## src/rtl/lsh_seq_ctrl.sv

```systemverilog
// Multi-cycle left-shift sequencer that drives an external even-step shifter.
// The shift amount is split into an optional internal 1-bit step and a run of even steps of at most MAXF codes each.
module lsh_seq_ctrl #(
  parameter int W    = 14,
  parameter int AW   = 4,
  parameter int MAXF = 1
) (
  input  logic          clk,
  input  logic          reset,
  input  logic          in_valid,
  output logic          in_ready,
  input  logic [W-1:0]  in_data,
  input  logic [AW-1:0] in_amt,
  output logic          out_valid,
  input  logic          out_ready,
  output logic [W-1:0]  out_data,
  output logic          busy,
  output logic [W-1:0]  lsh_a,
  output logic [2:0]    lsh_f,
  input  logic [W-1:0]  lsh_y
);

  typedef enum logic [1:0] {IDLE, ODD, SHIFT, DONE} state_e;

  state_e        state_q, state_d;
  logic [W-1:0]  acc_q, acc_d;
  logic [AW-1:0] rem_q, rem_d;

  logic [AW-1:0] half_rem;
  logic [2:0]    step_code;
  logic [AW-1:0] rem_after_step;

  // Largest even step still owed, capped at what the shifter may do in one cycle.
  assign half_rem       = rem_q >> 1;
  assign step_code      = (half_rem > AW'(MAXF)) ? 3'(MAXF) : half_rem[2:0];
  assign rem_after_step = rem_q - (AW'(step_code) << 1);

  assign in_ready  = (state_q == IDLE);
  assign busy      = (state_q != IDLE);
  assign out_valid = (state_q == DONE);
  assign out_data  = acc_q;
  assign lsh_a     = acc_q;
  assign lsh_f     = (state_q == SHIFT) ? step_code : 3'd0;

  always_comb begin
    // NOTE: every signal written here gets a default first, so no path can leave it unassigned and infer a latch.
    state_d = state_q;
    acc_d   = acc_q;
    rem_d   = rem_q;
    unique case (state_q)
      IDLE: begin
        if (in_valid) begin
          acc_d = in_data;
          rem_d = in_amt;
          if (32'(in_amt) >= W) begin
            acc_d   = '0;
            state_d = DONE;
          end else if (in_amt == '0) begin
            state_d = DONE;
          end else if (in_amt[0]) begin
            state_d = ODD;
          end else begin
            state_d = SHIFT;
          end
        end
      end
      ODD: begin
        acc_d   = {acc_q[W-2:0], 1'b0};
        rem_d   = rem_q - 1'b1;
        state_d = (rem_q == AW'(1)) ? DONE : SHIFT;
      end
      SHIFT: begin
        acc_d   = lsh_y;
        rem_d   = rem_after_step;
        state_d = (rem_after_step == '0) ? DONE : SHIFT;
      end
      DONE: begin
        if (out_ready) state_d = IDLE;
      end
      default: state_d = IDLE;
    endcase
  end

  // NOTE: state registers use non-blocking assignments so every flop samples pre-edge values.
  always_ff @(posedge clk or posedge reset) begin
    if (reset) begin
      state_q <= IDLE;
      acc_q   <= '0;
      rem_q   <= '0;
    end else begin
      state_q <= state_d;
      acc_q   <= acc_d;
      rem_q   <= rem_d;
    end
  end

endmodule

```

## config.mk

```make
export PLATFORM = sky130hd
export DESIGN_NAME = lsh_seq_ctrl
export DESIGN_NICKNAME = d
export VERILOG_FILES = /design/src/rtl/lsh_seq_ctrl.sv
export SDC_FILE = /design/constraint.sdc
export NUM_CORES = 1
export LEC_CHECK = 0
export ABC_AREA = 0
export BUFFER_PORTS_ARGS = -buffer_cell sky130_fd_sc_hd__buf_2
export CAP_MARGIN = 20
export CORE_MARGIN = 4
export CORE_UTILIZATION = 40
export CTS_BUF_LIST = sky130_fd_sc_hd__clkbuf_4
export CTS_CLUSTER_DIAMETER = 60
export DETAILED_ROUTE_END_ITERATION = 16
export HOLD_SLACK_MARGIN = 0.15
export PLACE_DENSITY_LB_ADDON = 0.1
export SLEW_MARGIN = 10
export SYNTH_ARGS = -nofsm -noshare
export SYNTH_HDL_FRONTEND = slang
export SYNTH_SLANG_ARGS = --single-unit
```

## constraint.sdc

```tcl
create_clock -name clk -period 3.5 [get_ports clk]
set_input_delay 0.35 -clock clk [delete_from_list [all_inputs] [get_ports clk]]
set_output_delay 0.35 -clock clk [all_outputs]
set_load 0.01 [all_outputs]
```

==> results.py <==
metrics = {
    "sta": {
        "final.period_utilization_pct": 69.0,
        "post-route-worst-setup-slack_ns": 1.08,
        "max_slew_margin_pct": 40.1,
        "maxSlewViolCount": 0,
        "number_of_hold_slack_violations_in_the_final_timing_report": 0,
        "timing.final.crit_period_ns": 2.42,
        "setup_violations": 0,
        "fin_worst_skew_ns": 0.00456,
        "worst_slew_pin_slew_ns": 0.895,
        "grt_setup_unrepaired": "false",
        "maximum_frequency_from_static_timing_analysis_mhz": 414,
        "setup-tns-final_ns": 0,
    },
    "route": {
        "drc_errors": 0,
        "first_iter_violations": 101,
        "num_vias": 1335,
        "drtAntennaViolNets": 0,
        "drt-pass1-iter-count": 4,
        "wl_per_cell_microns": 14.2,
        "routed_wl_mm": 3.65,
        "avgViaCountPerCell": 5.17,
    },
    "grt": {
        "grt_pass1_vias": 1244,
        "initial_antenna_violation_count": 0,
        "met3_usage_pct": 2.27,
        "use_met1_pct": 20.5,
        "global_route.peak_usage_layer": "met2",
        "grt_max_degree": 24,
        "grt_usage_pct": 15.8,
        "gr-total-overflow": 0,
        "grt_first_pass_wirelength_mm": 5.71,
        "met2_usage_pct": 27.1,
    },
    "setup_path": {
        "crit_path_start": "state_q[0]",
        "worstSetupEndpointType": "flop",
        "worst-r2r-cell-count": 5,
        "timing.critical_path.from_type": "flop",
        "worst_r2r_start": "state_q[0]",
        "arrival_ns": 2.67,
        "worst-setup-path-type": "flop to flop",
        "crit-reg2reg-capture": "lsh_a[8]",
        "crit_end": "lsh_a[8]",
        "timing.critical_path.required_ns": 3.75,
        "critPathMaxFanout": 23,
        "register_to_register_setup_slack_ns": 1.08,
    },
    "synthesis": {
        "netlist.area_leader.share_pct": 34.0,
        "synth-async-reset-ratio_pct": 100,
        "synth-main-ff-cell": "sky130_fd_sc_hd__dfrtp_1",
        "synth.distinct_cells": 34,
        "synth.most_common_cell": "sky130_fd_sc_hd__nor2_1",
        "mappedNetlistArea_sq_mm": 0.00147,
        "synth_edf_count": 0,
        "ys.warnings.count": 0,
        "synth-seq-cells": 20,
        "synth_instances": 166,
        "yosys-top-cells-area": "sky130_fd_sc_hd__dfrtp_1 34%, sky130_fd_sc_hd__nor2_1 8.9%, sky130_fd_sc_hd__buf_4 8.7%",
        "synthesis.area_per_instance_sq_um": 8.88,
        "synth_seq_area_share_pct": 34.0,
        "yosysTopAreaCell": "sky130_fd_sc_hd__dfrtp_1",
        "synth_common_cells": "35 x sky130_fd_sc_hd__nor2_1, 20 x sky130_fd_sc_hd__dfrtp_1, 17 x sky130_fd_sc_hd__buf_4",
    },
    "run_status": {
        "outcome": "completed",
    },
    "die": {
        "core-area_sq_mm": 0.00344,
        "dieHeight_microns": 68.7,
        "fp.dieW_microns": 68.7,
        "ios": 70,
        "die_area_sq_mm": 0.00472,
        "start_util_pct": 42.8,
        "row_count": 21,
    },
    "power_and_ir_drop": {
        "pwr_density_cell_mw_per_mm2": 1130,
        "leakage_nw": 0.890,
        "ir_drop_mv": 0.423,
    },
    "clocking": {
        "cts_root_buffer": "sky130_fd_sc_hd__clkbuf_4",
        "number_of_gates_resized_after_cts": 0,
        "ctsHoldBuffers": 0,
        "cts_made_buffers": 3,
        "cts_sinks": 20,
        "cts_tree": "done",
        "h-tree-depth": 1,
        "cts_setup_buffers": 0,
        "clock_path_buffers": 2,
        "clock_latency_ns": 0.31,
        "clk_pin_slew_worst_paths_ns": 0.13,
    },
    "place": {
        "preCtsSetupSlack_ns": 1.07,
        "finalWeightedCongestion": 0.866,
        "placement.io_buffers": 67,
        "post-dp-hpwl_mm": 2.71,
    },
    "hold_path": {
        "timing.hold.worst.class": "input port to asynchronous set/reset pin",
    },
    "run": {
        "maxCapViolations": 0,
    },
    "layout": {
        "drive_above_1_share_pct": 38.7,
        "final_net_count": 257,
        "antennaDiodeCount": 0,
        "syn2layout_area_growth_pct": 18.2,
        "fillCellCount": 360,
        "multiInputGateArea_sq_um": 751,
        "sequential_cell_area_sq_um": 500,
    },
}
## worst max-delay path, stage by stage, from the launching register on
cell and delay, ns:
sky130_fd_sc_hd__dfrtp_1 0.42, sky130_fd_sc_hd__inv_1 0.08, sky130_fd_sc_hd__ha_1 0.63, sky130_fd_sc_hd__a31oi_2 0.86, sky130_fd_sc_hd__a221oi_1 0.22, sky130_fd_sc_hd__nor2_1 0.15
## cell usage in the layout, fill, tap and decap left out, types with 2 or more instances in the layout
master,synthesis,final
sky130_fd_sc_hd__buf_2,5,67
sky130_fd_sc_hd__nor2_1,35,35
sky130_fd_sc_hd__dfrtp_1,20,20
sky130_fd_sc_hd__a22o_1,13,13
sky130_fd_sc_hd__inv_1,12,12
sky130_fd_sc_hd__ha_1,8,8
sky130_fd_sc_hd__a221oi_2,7,7
sky130_fd_sc_hd__a221oi_1,6,6
sky130_fd_sc_hd__nand2_1,5,5
sky130_fd_sc_hd__a21oi_1,3,3
sky130_fd_sc_hd__nor3_1,3,3
sky130_fd_sc_hd__o22ai_1,3,3
sky130_fd_sc_hd__o21ai_1,3,3
sky130_fd_sc_hd__o211ai_1,3,3
sky130_fd_sc_hd__o21ai_0,3,3
sky130_fd_sc_hd__clkbuf_4,0,3
sky130_fd_sc_hd__nand3_1,2,2
sky130_fd_sc_hd__conb_1,1,2
## per-layer routing
metal  routed length [microns]  up-vias
li1                          -      662
met1                      1590      614
met2                      1720       55
met3                       306        4
met4                        34        0
met5                         0        -
## state kept, by name (all words and copies together), names as in the netlist
| name | count |
|---|---|
| rem_q | 4 |
| state_q | 2 |
| lsh_a | 14 |
## stage by stage
step / instance area, sq um / instances / hold WS [ns] / power (mW) / util, %
after floorplan: 1480 / 167 / 0.314 / 1.57 / -
after global placement: 1690 / 254 / 0.494 / 1.76 / 49.1
after detailed placement: 1690 / 254 / 0.509 / 1.78 / 49.1
after CTS: 1740 / 258 / 0.193 / 1.98 / 50.6
after global routing: 1740 / 258 / 0.218 / 2.16 / 50.6
final: 1740 / 258 / 0.148 / 1.97 / 50.6
## worst min path at each step
stage / startpoint / endpoint / slack [ns]
after floorplan: reset / lsh_a[0] / 0.31
after global placement: lsh_a[13] / lsh_a[13] / 0.49
final: reset / lsh_a[10] / 0.15
after detailed placement: lsh_a[13] / lsh_a[13] / 0.51
after CTS: reset / lsh_a[13] / 0.19
after global routing: reset / lsh_a[13] / 0.22
## layout make-up
type / instances / area share (%)
multi-input combinational: 109 / 43.1
sequential: 20 / 28.7
timing repair buffer: 67 / 19.3
tap: 46 / 3.30
inverter: 12 / 2.59
clock inverter: 1 / 1.72
clock buffer: 3 / 1.29
## power breakdown
group	switching, mW	internal (mW)	leakage (nW)	total (mW)
registers	0.116	0.359	0.242	0.475
clock network	0.0823	0.116	0.0279	0.198
logic	0.760	0.533	0.620	1.29
total	0.959	1.01	0.890	1.97
## logic make-up after synthesis
logic type,share of synthesized area [%]
other,0.254
flip-flops,34.0
multiplexers,0.764
AND/OR/NAND/NOR,14.5
XOR/XNOR,0.594
AO/OA/AOI/OAI,27.3
adder cells (fa/ha/maj),6.79
buffers and inverters,15.8
(Power assumes the default switching activity.)
